`config.mk`:
```
export PLATFORM = sky130hd
export DESIGN_NAME = vram_axi_rd_slave_flat
export DESIGN_NICKNAME = d
export VERILOG_FILES = /design/src/rtl/vram_axi_pkg.sv /design/src/rtl/vram_axi_rd_slave_if.sv /design/src/rtl/vram_rd_skid.sv /design/src/rtl/vram_axi_rd_slave.sv /design/src/flat_wrapper.sv
export SDC_FILE = /design/constraint.sdc
export NUM_CORES = 1
export LEC_CHECK = 0
export BUFFER_PORTS_ARGS = -buffer_cell sky130_fd_sc_hd__buf_2
export CORE_ASPECT_RATIO = 1.4
export CORE_MARGIN = 8
export CORE_UTILIZATION = 53
export CTS_CLUSTER_SIZE = 30
export DETAILED_ROUTE_END_ITERATION = 10
export GPL_TIMING_DRIVEN = 0
export PLACE_DENSITY = 0.83
export SLEW_MARGIN = 20
export SYNTH_ARGS = -nofsm -noshare
export SYNTH_HDL_FRONTEND = slang
export SYNTH_SLANG_ARGS = --single-unit
```
`constraint.sdc`:
```
create_clock -name clk -period 3.9 [get_ports clk]
set_input_delay 0.585 -clock clk [delete_from_list [all_inputs] [get_ports clk]]
set_output_delay 0.585 -clock clk [all_outputs]
set_load 0.01 [all_outputs]
```
`src/rtl/vram_axi_pkg.sv`:
```
`default_nettype none
// ============================================================================
// Module  : vram_axi_pkg
// Brief   : Shared types and constants for the VRAM AXI4 read responder.
// Rev     : 1.0  initial release
// ============================================================================
package vram_axi_pkg;

  typedef enum logic [1:0] {
    RESP_OKAY   = 2'b00,
    RESP_SLVERR = 2'b10,
    RESP_DECERR = 2'b11
  } resp_t;

  typedef enum logic [1:0] {
    BURST_FIXED = 2'b00,
    BURST_INCR  = 2'b01,
    BURST_WRAP  = 2'b10
  } burst_t;

  typedef enum logic {
    ST_IDLE  = 1'b0,
    ST_BURST = 1'b1
  } state_t;

  localparam logic [2:0]  SIZE_32B      = 3'b010;
  localparam logic [31:0] DEF_ADDR_BASE = 32'hC010_0000;
  localparam logic [31:0] DEF_WIN_BYTES = 32'h000C_0000;

  typedef struct packed {
    logic [31:0] data;
    resp_t       resp;
    logic        last;
  } beat_t;

  // Only 32-bit INCR/FIXED bursts are served; anything else is a slave error.
  function automatic logic is_cfg_err(input logic [1:0] burst, input logic [2:0] size);
    return (size != SIZE_32B) || !((burst == BURST_INCR) || (burst == BURST_FIXED));
  endfunction

endpackage
`default_nettype wire

```
`src/rtl/vram_axi_rd_slave_if.sv`:
```
`default_nettype none
// ============================================================================
// Module  : vram_axi_rd_slave_if
// Brief   : AXI4 read-address / read-data channel bundle.
// Rev     : 1.0  initial release
// ============================================================================
interface vram_axi_rd_slave_if;
  logic        arvalid;
  logic        arready;
  logic [31:0] araddr;
  logic [7:0]  arlen;
  logic [2:0]  arsize;
  logic [1:0]  arburst;
  logic        rvalid;
  logic        rready;
  logic [31:0] rdata;
  logic [1:0]  rresp;
  logic        rlast;

  modport slave (
    input  arvalid, araddr, arlen, arsize, arburst, rready,
    output arready, rvalid, rdata, rresp, rlast
  );

  modport master (
    output arvalid, araddr, arlen, arsize, arburst, rready,
    input  arready, rvalid, rdata, rresp, rlast
  );
endinterface
`default_nettype wire

```
`src/rtl/vram_rd_skid.sv`:
```
`default_nettype none
// ============================================================================
// Module  : vram_rd_skid
// Brief   : 2-entry beat buffer with pass-through when empty; occupancy out.
// Rev     : 1.0  initial release
// ============================================================================
module vram_rd_skid
  import vram_axi_pkg::*;
(
  input  logic       clk,
  input  logic       rst,
  input  logic       i_valid,
  output logic       o_ready,
  input  beat_t      i_beat,
  output logic       o_valid,
  input  logic       i_ready,
  output beat_t      o_beat,
  output logic [1:0] o_count
);

  beat_t      r_mem [2];
  logic       r_wp;
  logic       r_rp;
  logic [1:0] r_cnt;

  logic w_empty;
  logic w_pop;
  logic w_store;
  logic w_pop_buf;

  assign w_empty   = (r_cnt == 2'd0);
  assign o_valid   = !w_empty || i_valid;
  assign o_beat    = w_empty ? i_beat : r_mem[r_rp];
  assign o_ready   = (r_cnt != 2'd2);
  assign o_count   = r_cnt;
  assign w_pop     = o_valid && i_ready;
  // An arriving beat consumed in its own cycle never touches storage.
  assign w_store   = i_valid && !(w_empty && w_pop);
  assign w_pop_buf = w_pop && !w_empty;

  always_ff @(posedge clk) begin
    if (w_store) begin
      r_mem[r_wp] <= i_beat;
    end
  end

  always_ff @(posedge clk) begin
    if (rst) begin
      r_wp  <= 1'b0;
      r_rp  <= 1'b0;
      r_cnt <= 2'd0;
    end else begin
      if (w_store) begin
        r_wp <= ~r_wp;
      end
      if (w_pop_buf) begin
        r_rp <= ~r_rp;
      end
      r_cnt <= r_cnt + {1'b0, w_store} - {1'b0, w_pop_buf};
    end
  end

endmodule
`default_nettype wire

```
`src/rtl/vram_axi_rd_slave.sv`:
```
`default_nettype none
// ============================================================================
// Module  : vram_axi_rd_slave
// Brief   : AXI4 read-only responder streaming framebuffer bursts from VRAM.
//           Define VRAM_RANGE_CHECK_EN to DECERR beats outside the window.
// Rev     : 1.0  initial release
// ============================================================================
module vram_axi_rd_slave
  import vram_axi_pkg::*;
#(
  parameter logic [31:0] ADDR_BASE = DEF_ADDR_BASE,
  parameter logic [31:0] WIN_BYTES = DEF_WIN_BYTES,
  parameter int          IDX_W     = 18
) (
  input  logic               clk,
  input  logic               rst,
  vram_axi_rd_slave_if.slave s_axi,
  output logic               mem_en,
  output logic [IDX_W-1:0]   mem_addr,
  input  logic [31:0]        mem_rdata
);

  state_t      r_state;
  state_t      w_state_nxt;
  logic [29:0] r_word_off;
  logic [8:0]  r_left;
  logic        r_fixed;
  logic        r_cfg_err;
  logic        r_inflight;
  resp_t       r_inf_resp;
  logic        r_inf_last;

  logic        w_arready;
  logic        w_ar_hs;
  logic [31:0] w_ar_off;
  logic        w_skid_valid;
  logic        w_skid_ready;
  beat_t       w_in_beat;
  beat_t       w_head;
  logic [1:0]  w_cnt;
  logic        w_pop;
  logic [2:0]  w_used;
  logic        w_slot;
  logic        w_in_range;
  resp_t       w_beat_resp;
  logic        w_rvalid;
  logic        w_unused;

  assign w_ar_off   = s_axi.araddr - ADDR_BASE;
  assign w_ar_hs    = s_axi.arvalid && s_axi.arready;
  assign w_pop      = w_skid_valid && s_axi.rready;
  // Credit counts the read in flight plus buffered beats, net of this cycle's pop.
  assign w_used     = {2'b00, r_inflight} + {1'b0, w_cnt} - {2'b00, w_pop};
  assign w_slot     = (r_state == ST_BURST) && (r_left != 9'd0) && (w_used < 3'd2);
  assign w_in_range = (r_word_off < WIN_BYTES[31:2]);

  always_comb begin
    w_beat_resp = RESP_OKAY;
    if (r_cfg_err) begin
      w_beat_resp = RESP_SLVERR;
    end
`ifdef VRAM_RANGE_CHECK_EN
    else if (!w_in_range) begin
      w_beat_resp = RESP_DECERR;
    end
`endif
  end

  assign mem_en   = w_slot && (w_beat_resp == RESP_OKAY) && !rst;
  assign mem_addr = r_word_off[IDX_W-1:0];

  always_ff @(posedge clk) begin
    if (rst) begin
      r_state <= ST_IDLE;
    end else begin
      r_state <= w_state_nxt;
    end
  end

  always_comb begin
    w_state_nxt = r_state;
    w_arready   = 1'b0;
    case (r_state)
      ST_IDLE: begin
        w_arready = 1'b1;
        if (s_axi.arvalid) begin
          w_state_nxt = ST_BURST;
        end
      end
      ST_BURST: begin
        if (w_pop && w_head.last) begin
          w_state_nxt = ST_IDLE;
        end
      end
      default: w_state_nxt = ST_IDLE;
    endcase
  end

  always_ff @(posedge clk) begin
    if (rst) begin
      r_word_off <= '0;
      r_left     <= '0;
      r_fixed    <= 1'b0;
      r_cfg_err  <= 1'b0;
      r_inflight <= 1'b0;
      r_inf_resp <= RESP_OKAY;
      r_inf_last <= 1'b0;
    end else begin
      r_inflight <= w_slot;
      r_inf_resp <= w_beat_resp;
      r_inf_last <= (r_left == 9'd1);
      if (w_ar_hs) begin
        r_word_off <= w_ar_off[31:2];
        r_left     <= {1'b0, s_axi.arlen} + 9'd1;
        r_fixed    <= (s_axi.arburst == BURST_FIXED);
        r_cfg_err  <= is_cfg_err(s_axi.arburst, s_axi.arsize);
      end else if (w_slot) begin
        r_left <= r_left - 9'd1;
        if (!r_fixed) begin
          r_word_off <= r_word_off + 30'd1;
        end
      end
    end
  end

  // Error beats travel the same one-cycle slot as real reads to keep the cadence.
  always_comb begin
    w_in_beat.data = (r_inf_resp == RESP_OKAY) ? mem_rdata : 32'd0;
    w_in_beat.resp = r_inf_resp;
    w_in_beat.last = r_inf_last;
  end

  vram_rd_skid u_skid (
    .clk     (clk),
    .rst     (rst),
    .i_valid (r_inflight),
    .o_ready (w_skid_ready),
    .i_beat  (w_in_beat),
    .o_valid (w_skid_valid),
    .i_ready (s_axi.rready),
    .o_beat  (w_head),
    .o_count (w_cnt)
  );

  assign w_rvalid      = w_skid_valid && !rst;
  assign s_axi.arready = w_arready && !rst;
  assign s_axi.rvalid  = w_rvalid;
  assign s_axi.rdata   = w_rvalid ? w_head.data : 32'd0;
  assign s_axi.rresp   = w_rvalid ? w_head.resp : RESP_OKAY;
  assign s_axi.rlast   = w_rvalid && w_head.last;

  assign w_unused = ^{w_ar_off[1:0], r_word_off, w_skid_ready, w_in_range};

endmodule
`default_nettype wire

```
`src/flat_wrapper.sv`:
```
// flat-port wrapper written by rule: the top's interface ports become plain ports
module vram_axi_rd_slave_flat import vram_axi_pkg::*;
#(
  parameter logic [31:0] ADDR_BASE = DEF_ADDR_BASE,
  parameter logic [31:0] WIN_BYTES = DEF_WIN_BYTES,
  parameter int          IDX_W     = 18
)
  (clk, rst, mem_en, mem_addr, mem_rdata, s_axi_arvalid, s_axi_araddr, s_axi_arlen, s_axi_arsize, s_axi_arburst, s_axi_rready, s_axi_arready, s_axi_rvalid, s_axi_rdata, s_axi_rresp, s_axi_rlast);
  vram_axi_rd_slave_if s_axi_i ();
  input  logic clk;
  input  logic rst;
  output logic mem_en;
  output logic [IDX_W-1:0] mem_addr;
  input  logic [31:0] mem_rdata;
  input wire logic [$bits(s_axi_i.arvalid)-1:0] s_axi_arvalid;
  input wire logic [$bits(s_axi_i.araddr)-1:0] s_axi_araddr;
  input wire logic [$bits(s_axi_i.arlen)-1:0] s_axi_arlen;
  input wire logic [$bits(s_axi_i.arsize)-1:0] s_axi_arsize;
  input wire logic [$bits(s_axi_i.arburst)-1:0] s_axi_arburst;
  input wire logic [$bits(s_axi_i.rready)-1:0] s_axi_rready;
  output wire logic [$bits(s_axi_i.arready)-1:0] s_axi_arready;
  output wire logic [$bits(s_axi_i.rvalid)-1:0] s_axi_rvalid;
  output wire logic [$bits(s_axi_i.rdata)-1:0] s_axi_rdata;
  output wire logic [$bits(s_axi_i.rresp)-1:0] s_axi_rresp;
  output wire logic [$bits(s_axi_i.rlast)-1:0] s_axi_rlast;
  assign s_axi_i.arvalid = s_axi_arvalid;
  assign s_axi_i.araddr = s_axi_araddr;
  assign s_axi_i.arlen = s_axi_arlen;
  assign s_axi_i.arsize = s_axi_arsize;
  assign s_axi_i.arburst = s_axi_arburst;
  assign s_axi_i.rready = s_axi_rready;
  assign s_axi_arready = s_axi_i.arready;
  assign s_axi_rvalid = s_axi_i.rvalid;
  assign s_axi_rdata = s_axi_i.rdata;
  assign s_axi_rresp = s_axi_i.rresp;
  assign s_axi_rlast = s_axi_i.rlast;
  vram_axi_rd_slave #(.ADDR_BASE(ADDR_BASE), .WIN_BYTES(WIN_BYTES), .IDX_W(IDX_W)) u_core (.clk(clk), .rst(rst), .s_axi(s_axi_i), .mem_en(mem_en), .mem_addr(mem_addr), .mem_rdata(mem_rdata));
endmodule
```
==> results of run 1 <==
[per-layer routing]
metal | vias to the layer above | part of all wire
li1 | 2064 | -
met1 | 1994 | 0.39
met2 | 182 | 0.52
met3 | 25 | 0.072
met4 | 0 | 0.021
met5 | - | 0
[what timing repair did]
item                       in CTS  in global routing
gates cloned                    0                  0
gates resized for setup         1                  1
setup endpoints to repair       1                  1
[area by class of cell]
class,count,share of cell area
Sequential cell,106,0.4381
Multi-Input combinational cell,339,0.3562
Timing Repair Buffer,123,0.1033
Clock buffer,9,0.03520
Tap cell,135,0.02640
Buffer,35,0.02582
Clock inverter,7,0.01037
Inverter,8,0.004694
[cell usage after synthesis (2+ instances only)]
| master | count |
|---|---|
| edfxtp_1 | 68 |
| xnor2_1 | 8 |
| nand2b_1 | 2 |
| a211oi_1 | 51 |
| a21o_1 | 2 |
| nor2b_1 | 35 |
| nand3_1 | 18 |
| and2_1 | 4 |
| buf_6 | 3 |
| a311oi_1 | 4 |
| o21ai_1 | 2 |
| and4b_1 | 2 |
| and4_1 | 3 |
| o21ai_0 | 5 |
| o31a_1 | 2 |
| a21oi_1 | 10 |
| ha_1 | 8 |
| and3_1 | 6 |
| dfxtp_1 | 38 |
| buf_2 | 6 |
| inv_1 | 8 |
| clkbuf_1 | 25 |
| nor2_1 | 71 |
| nand2_1 | 14 |
| nor3_1 | 6 |
| xor2_1 | 18 |
| mux2i_1 | 34 |
| nand4_1 | 12 |
| nor4_1 | 3 |
[registers in the layout, indices dropped and copies added (netlist names), 2 cells and up, named ones only]
name,flops
u_core.r_left,9
u_core.r_word_off,18
u_core.u_skid.o_count,2
u_core.u_skid.r_mem,68
[how the worst max path moves through the flow]
| stage | end | cells past startpoint |
|---|---|---|
| after detailed placement | mem_en | 12 |
| final | mem_en | 11 |
| after global placement | u_core.u_skid.r_mem[1][10]$_DFFE_PP_ | 4 |
| after global routing | mem_en | 11 |
| after CTS | mem_en | 12 |
| after floorplan | mem_en | 11 |
[worst max-delay path, stage by stage (launching register included)]
cell	delay, ns
dfxtp_1	0.38
or2_4	0.32
o21a_1	0.20
ha_1	0.26
nand2b_1	0.16
fa_1	0.42
xnor2_2	0.18
and3_1	0.17
buf_2	0.19
nand2_2	0.12
nor3_1	0.21
buf_2	0.18
[report_power, final]
group          internal (uW)  switching (uW)
clock                    453             429
combinational            689            1140
sequential              1370             114
[cells by family (layout without fill, tap and decap cells)]
kind of cell               Yosys count  after routing  share of synthesized area
adders and majority gates            9              9                    0.02286
buffers and inverters               44            182                    0.03786
DFF                                106            106                     0.5333
and+or+nand+nor                    183            183                     0.1800
muxes                               34             34                    0.06476
xor gates and xnor gates            26             26                    0.04333
AOI/OAI and AO/OA                   86             86                     0.1171
other                                1              1                  0.0007136
[stage by stage]
| stage | area, um2 | worst slack (ns) | total power (uW) | std cells | hold slack, ns |
|---|---|---|---|---|---|
| 6_report | 6397 | 0.1829 | 4187 | 762 | 0.4657 |
| 5_1_grt | 6397 | 0.007311 | 4441 | 762 | 0.4718 |
| 4_1_cts | 6399 | 0.01165 | 4193 | 763 | 0.4646 |
| 3_5_place_dp | 6100 | 0.4134 | 3293 | 747 | 0.4473 |
| 3_3_place_gp | 6030 | 0.2308 | 3209 | 745 | 0.4326 |
| 2_1_floorplan | 5255 | 0.7697 | 2726 | 489 | 0.4203 |
[cell usage in the layout (no fill, tap or decap), drive strengths merged, types with 12 or more instances in the layout]
master / n
nand2: 15
nor2b: 35
nand4: 12
nand3: 18
inv: 14
dfxtp: 38
clkbuf: 33
mux2i: 34
buf: 134
xor2: 18
nor2: 71
edfxtp: 68
a211oi: 51
==> qor.yml, run 1 <==
run_status:
  status: "finished, final reports clean"
floorplan:
  die_y_um: 133.8
  fp-row-count: 43
  die_x_um: 100.2
  start_util: 0.5367
  ios: 137
  die-area_um2: 13400
  core_um2: 9792
synth:
  syn_avg_cell_area_um2: 10.75
  synthTopCellsByArea: "edfxtp_1 39%, dfxtp_1 14%, a211oi_1 7.3%"
  synth.distinct_cells: 50
  synth_top_cell_area_share: 0.3886
  ys_ff_latch: 106
  syn-num-nets: 579
  synth_edf_count: 68
  postSynth.topFlopCell: "edfxtp_1"
  postSynth.asyncResetShare: 0
  synth.largest_area_cell: "edfxtp_1"
  synth_warnings: 0
  syn_area_um2: 5255
  synth-seq-area-share: 0.5333
  postSynthCellCount: 489
setup_path:
  crit_path_max_fanout: 9
  worst-setup-path-type: "register to output port"
  critPathLaunchType: "register"
  reg2reg_depth: 11
  critPathRequiredTime_ns: 3.31
  endpoint_kind: "output port"
  ff2ff_setup_slack_ns: 0.73
  cp-startpoint: "u_core.u_skid.o_count[1]$_SDFF_PP0_"
  r2r_end: "u_core.r_word_off[14]$_SDFFE_PP0P_"
  r2r_start: "u_core.u_skid.o_count[1]$_SDFF_PP0_"
  crit_arrival_ns: 3.13
timing:
  rsz0062_at_grt: "false"
  clock.fmax_mhz: 269.0
  fin_skew_ns: 0.008378
  final_max_slew_viol_count: 0
  tightest_slew_ns: 0.6887
  final-setup-viol-count: 0
  fin_setup_tns_ns: 0
  finalCriticalPeriod_ns: 3.717
  slew-limit-headroom: 0.5399
  hold_viol: 0
  fin_crit_sh: 0.9531
routing:
  drc: 0
  ant_nets: 0
  vias: 4265
  via_per_inst: 5.597
  drt_wl_total_um: 12970
  firstDrtPassIters: 5
  drtIter0Drc: 238
  wl_per_cell_um: 17.02
placement:
  gp_congestion: 0.8530
  io_buffers: 121
  hpwl_um: 9752
global_routing:
  grt_max_degree: 21
  grtUsageMet2: 0.3498
  grt_busiest_layer: "met2"
  grt_usage: 0.1955
  met3_usage: 0.04927
  antenna_found_initial: 0
  met1_usage: 0.2155
  grt_pass1_vias: 4462
  grt_pass1_wl_um: 20950
  grt.overflow.total: 0
clock_tree:
  cts_tree: "yes"
  cts_root_buf: "clkbuf_16"
  insertion_delay_ns: 0.35
  cts_buffers: 9
  ctsHoldBuffers: 0
  cts_setup_buffers: 0
  clock_sinks: 106
  htree_levels: 3
  clockBufferDepth: 2
  path_clk_slew_ns: 0.08
hold_path:
  hold_depth: 0
  min_to: "u_core.u_skid.r_mem[1][0]$_DFFE_PP_"
  min_path_type: "register to register"
  hp-start: "u_core.r_inf_last$_SDFF_PP0_"
power_and_ir_drop:
  powerDensity_nw_per_um2: 654.4
  irDropWorstVdd_v: 0.0003950
  leakagePower_uw: 0.002474
layout:
  area_growth_syn_to_layout_pct: 21.74
  nNetsFinal: 712
  multi_input_area_um2: 2278
  antenna_cells: 0
  fillCellCount: 785
  drive_gt1_frac: 0.2488
  seq_area_um2: 2803
  final_util: 0.6533
job:
  max_cap_violations: 0
(Power assumes the default switching activity.)
==> inputs of run 2 (changes only) <==
--- a/config.mk
+++ b/config.mk
@@ -8,11 +8,11 @@
 export BUFFER_PORTS_ARGS = -buffer_cell sky130_fd_sc_hd__buf_2
 export CORE_ASPECT_RATIO = 1.4
 export CORE_MARGIN = 8
-export CORE_UTILIZATION = 53
+export CORE_UTILIZATION = 48
 export CTS_CLUSTER_SIZE = 30
 export DETAILED_ROUTE_END_ITERATION = 10
 export GPL_TIMING_DRIVEN = 0
-export PLACE_DENSITY = 0.83
+export PLACE_DENSITY = 0.79
 export SLEW_MARGIN = 20
 export SYNTH_ARGS = -nofsm -noshare
 export SYNTH_HDL_FRONTEND = slang
==> constraint.sdc (replaced) <==
create_clock -name clk -period 3.4 [get_ports clk]
set_input_delay 0.51 -clock clk [delete_from_list [all_inputs] [get_ports clk]]
set_output_delay 0.51 -clock clk [all_outputs]
set_load 0.01 [all_outputs]
==> qor.yml, run 2 (synthesis results as in run 1) <==
global_routing:
  met3_usage: 0.04991
  grt_max_degree: 21
  grt_pass1_vias: 4542
  grt_busiest_layer: "met2"
  antenna_found_initial: 0
  grt.overflow.total: 0
  grtUsageMet2: 0.3201
  grt_usage: 0.1853
  grt_pass1_wl_um: 22310
  met1_usage: 0.2163
power_and_ir_drop:
  powerDensity_nw_per_um2: 757.0
  p_clk_frac: 0.201
  irDropWorstVdd_v: 0.0003491
  p_seq_frac: 0.351
  pwr-share-comb: 0.448
  cell_internal_pwr_uw: 2916
  switching_share: 0.4019
  leakagePower_uw: 0.002483
  switchingPower_uw: 1959
timing:
  fin_crit_sh: 0.9638
  hold_viol: 0
  finalCriticalPeriod_ns: 3.277
  post-route-worst-setup-slack_ns: 0.1232
  final-setup-viol-count: 0
  clock.fmax_mhz: 305.2
  rsz0062_at_grt: "false"
  slew-limit-headroom: 0.5329
  final_max_slew_viol_count: 0
  fin_skew_ns: 0.007027
  whs_ns: 0.4118
  tightest_slew_ns: 0.6953
routing:
  drtIter0Drc: 170
  ant_nets: 0
  drt_wl_total_um: 13540
  via_per_inst: 5.531
  drc: 0
  wl_per_cell_um: 17.58
  vias: 4259
  firstDrtPassIters: 4
clock_tree:
  ctsHoldBuffers: 0
  clockBufferDepth: 2
  htree_levels: 3
  path_clk_slew_ns: 0.07
  insertion_delay_ns: 0.34
  clock_sinks: 106
  cts_tree: "yes"
  cts_buffers: 9
  cts_root_buf: "clkbuf_16"
layout:
  nNetsFinal: 713
  largest_reg_flops: 68
  stdcell_area_um2: 6441
  reg.largest.list: "u_core.u_skid.r_mem (68), u_core.r_word_off (18), u_core.r_left (9)"
  area_growth_syn_to_layout_pct: 22.57
  regMostFlops: "u_core.u_skid.r_mem"
  drive_gt1_frac: 0.2580
  final_util: 0.5990
  layout_commonest_cell: "buf_2"
  most-common-layout-cells: "126 x buf_2, 69 x nor2_1, 68 x edfxtp_1, 51 x a211oi_1, 36 x dfxtp_1"
hold_path:
  min_path_type: "input port to register"
placement:
  placement.setup.worst_slack_ns: -0.001526
  io_buffers: 121
  gp_congestion: 0.8924
  hpwl_um: 9927
  dpl_cell_area_um2: 6107
setup_path:
  critPathRequiredTime_ns: 2.89
  crit_path_max_fanout: 8
  crit_slowest_cell: "fa_2"
  max_stage_delay_ns: 0.40
  path_cells: "or2_4, o21a_1, ha_1, nand2b_4, fa_2, xnor2_2, and3_4, nand2_4, nor3_4, buf_2"
  crit_arrival_ns: 2.77
  cp_top_family: "simple AND/OR/NAND/NOR gates"
  critPathLaunchType: "register"
  worst-setup-path-type: "register to output port"
  endpoint_kind: "output port"
  path_buf_inv: 1
floorplan:
  die_y_um: 139.8
  fp-row-count: 45
  core_um2: 10750
  ios: 137
  die-area_um2: 14600
  die_x_um: 104.4
  start_util: 0.4887
job:
  max_cap_violations: 0
run_status:
  status: "finished, final reports clean"
## run 2: cell type report
type | count | area [um2]
clock buffers | 10 | 229.0
well taps | 141 | 176.4
fillers | 898 | 4313
repair buffers | 125 | 675.6
clock inverters | 6 | 50.05
diodes | 1 | 2.502
inverters | 8 | 30.03
multi-input cells | 339 | 2310
plain buffers | 34 | 160.2
flip-flops and latches | 106 | 2808
## run 2: final timing paths
check | from | slack (ns) | endpoint | depth (start not counted)
max reg2reg | u_core.u_skid.o_count[1]$_SDFF_PP0_ | 0.19 | u_core.r_word_off[14]$_SDFFE_PP0P_ | 12
min reg2reg | u_core.r_inf_last$_SDFF_PP0_ | 0.46 | u_core.u_skid.r_mem[0][0]$_DFFE_PP_ | 0
max | u_core.u_skid.o_count[1]$_SDFF_PP0_ | 0.12 | mem_en | 10
min | rst | 0.41 | u_core.r_inf_resp[1]$_SDFF_PP0_ | 2
## run 2: metrics by stage
step	setup TNS (ns)	instances	power (uW)
floorplan	0	489	3127
global placement	-19.00	751	3705
detailed placement	-0.001526	753	3793
CTS	0	770	4861
global route	0	769	5192
finish	0	770	4876
## run 2: what timing repair did
action,CTS,global route
hold endpoints to repair,0,0
resized for setup,8,5
buffers inserted,2,0
setup endpoints to repair,1,1
pin swaps,3,3
## run 2: per-layer routing
layer / vias to the layer above / share of wire
li1: 2068 / -
met1: 2028 / 0.42
met2: 146 / 0.50
met3: 17 / 0.065
met4: 0 / 0.015
met5: - / 0
## run 2: power groups by stage
stage                     Clock, uW  Sequential, uW  Combinational (uW)
after floorplan                   0            1700                1420
after global placement            0            1720                1990
after detailed placement          0            1720                2070
after CTS                       994            1700                2160
after global routing           1050            1730                2420
final                           979            1710                2190
==> inputs of run 3 (changes only) <==
--- a/config.mk
+++ b/config.mk
@@ -6,13 +6,15 @@
 export NUM_CORES = 1
 export LEC_CHECK = 0
 export BUFFER_PORTS_ARGS = -buffer_cell sky130_fd_sc_hd__buf_2
+export CAP_MARGIN = 0
 export CORE_ASPECT_RATIO = 1.4
 export CORE_MARGIN = 8
-export CORE_UTILIZATION = 48
+export CORE_UTILIZATION = 50
+export CTS_BUF_LIST = sky130_fd_sc_hd__clkbuf_4 sky130_fd_sc_hd__clkbuf_8
 export CTS_CLUSTER_SIZE = 30
 export DETAILED_ROUTE_END_ITERATION = 10
 export GPL_TIMING_DRIVEN = 0
-export PLACE_DENSITY = 0.79
+export PLACE_DENSITY = 0.82
 export SLEW_MARGIN = 20
 export SYNTH_ARGS = -nofsm -noshare
 export SYNTH_HDL_FRONTEND = slang
==> qor.yml, run 3 (synthesis results as in run 1) <==
global_routing:
  grt.overflow.total: 0
  grt_max_degree: 21
  grt_pass1_wl_um: 21090
  grt_pass1_vias: 4444
  antenna_found_initial: 1
  grt_usage: 0.1917
setup_path:
  endpoint_kind: "output port"
  crit_path_max_fanout: 8
  reg2reg_depth: 13
  crit_arrival_ns: 2.77
  critPathRequiredTime_ns: 2.89
  worst-setup-path-type: "register to output port"
  r2r_start: "u_core.u_skid.o_count[0]$_SDFF_PP0_"
  ff2ff_setup_slack_ns: 0.34
  critPathLaunchType: "register"
  r2r_end: "u_core.r_word_off[13]$_SDFFE_PP0P_"
routing:
  wl_per_cell_um: 17.44
  drtIter0Drc: 194
  drc: 0
  ant_nets: 0
  via_per_inst: 5.562
  drt_wl_total_um: 13430
  vias: 4283
  firstDrtPassIters: 4
placement:
  place_inst: 750
  hpwl_um: 9961
  io_buffers: 121
  gp_congestion: 0.8744
timing:
  hold_viol: 0
  clock.fmax_mhz: 304.9
  fin_crit_sh: 0.9646
  fin_skew_ns: 0.01011
  finalCriticalPeriod_ns: 3.280
  slew-limit-headroom: 0.5459
  rsz0062_at_grt: "false"
  tightest_slew_ns: 0.6797
  whs_ns: 0.3938
  final-setup-viol-count: 0
  final_max_slew_viol_count: 0
hold_path:
  min_to: "u_core.r_word_off[8]$_SDFFE_PP0P_"
  hold_depth: 3
  min_path_type: "input port to register"
  hp-start: "s_axi_araddr[10]"
floorplan:
  ios: 137
  die_x_um: 102.6
  fp-row-count: 44
  core_um2: 10290
  die-area_um2: 14090
  start_util: 0.5105
  die_y_um: 137.3
clock_tree:
  insertion_delay_ns: 0.37
  clockBufferDepth: 2
  htree_levels: 3
  clock_sinks: 106
  ctsHoldBuffers: 0
  cts_root_buf: "clkbuf_8"
  cts_buffers: 9
  path_clk_slew_ns: 0.10
  cts_tree: "yes"
job:
  max_cap_violations: 0
layout:
  layout_commonest_cell: "buf_2"
  antenna_cells: 0
  reg.largest.list: "u_core.u_skid.r_mem (68), u_core.r_word_off (18), u_core.r_left (9)"
  largest_reg_flops: 68
  drive_gt1_frac: 0.2611
  area_growth_syn_to_layout_pct: 21.50
  regMostFlops: "u_core.u_skid.r_mem"
  fillCellCount: 849
  nNetsFinal: 717
  most-common-layout-cells: "126 x buf_2, 69 x nor2_1, 68 x edfxtp_1, 51 x a211oi_1, 36 x dfxtp_1"
  final_cells: 770
run_status:
  status: "finished, final reports clean"
power_and_ir_drop:
  powerDensity_nw_per_um2: 740.0
  leakagePower_uw: 0.002472
  irDropWorstVdd_v: 0.0003772
run 3: cell types whose count changed in the layout (fill, tap and decap cells not counted), moves of 2 or more:
cell and change:
clkbuf_8 +9, inv_8 +2, clkbuf_16 -9, buf_4 +3
run 3: power breakdown:
group          internal, uW  leakage [uW]  total (uW)  switching (uW)
Sequential             1570      0.000931        1700             130
Clock                   363      0.000110         826             463
Combinational           856       0.00143        2200            1340
Total                  2790       0.00247        4720            1940
run 3: how the worst max path moves through the flow:
stage	start	endpoint	slack (ns)	cells after the start
final	u_core.u_skid.o_count[0]$_SDFF_PP0_	mem_en	0.12	10
after floorplan	u_core.u_skid.o_count[1]$_SDFF_PP0_	mem_en	0.34	11
after global routing	u_core.u_skid.o_count[0]$_SDFF_PP0_	mem_en	0.02	10
after detailed placement	u_core.u_skid.o_count[1]$_SDFF_PP0_	mem_en	0.07	12
after global placement	u_core.u_skid.o_count[1]$_SDFF_PP0_	u_core.u_skid.r_mem[1][11]$_DFFE_PP_	-0.22	4
after CTS	u_core.u_skid.o_count[1]$_SDFF_PP0_	mem_en	0.05	10
run 3: final cells by class:
| cell class | instances | area, um2 | share of cell area |
|---|---|---|---|
| Tap cell | 138 | 172.7 | 0.02704 |
| Inverter | 8 | 30.03 | 0.004703 |
| Sequential cell | 106 | 2808 | 0.4397 |
| Buffer | 35 | 171.4 | 0.02685 |
| Clock inverter | 7 | 90.09 | 0.01411 |
| Clock buffer | 9 | 123.9 | 0.01940 |
| Multi-Input combinational cell | 339 | 2291 | 0.3588 |
| Timing Repair Buffer | 128 | 698.2 | 0.1093 |
run 3: what timing repair did:
item,CTS,global route
resized for setup,8,2
buffers inserted,2,3
setup endpoints to repair,1,1
cloned,0,0
pin swaps,3,2
run 3: routing by layer:
layer  wire, um  track usage  vias up  part of all wire
li1           -            -     2076                 -
met1       5342       0.2205     2021              0.40
met2       6849       0.3262      164              0.51
met3        897      0.04401       20             0.067
met4        329      0.09255        2             0.024
met5         13            0        -           0.00097
run 3: critical path, stage by stage (launching register included):
cell and delay [ns]:
dfxtp_2 0.35, or2_4 0.25, o21a_1 0.18, ha_1 0.26, nand2b_1 0.15, fa_2 0.54, and3_1 0.17, buf_6 0.14
nand2_4 0.07, nor3_2 0.13, buf_2 0.16
run 3: per-stage QoR:
step | instance area, um2 | total power (uW) | util | TNS, ns | worst slack [ns]
6_report | 6385 | 4725 | 0.6202 | 0 | 0.1203
5_1_grt | 6385 | 4996 | 0.6202 | 0 | 0.02250
4_1_cts | 6356 | 4709 | 0.6174 | 0 | 0.05266
3_5_place_dp | 6103 | 3791 | 0.5929 | 0 | 0.06710
3_3_place_gp | 6033 | 3701 | 0.5860 | -14.97 | -0.2247
2_1_floorplan | 5255 | 3127 | - | 0 | 0.3447
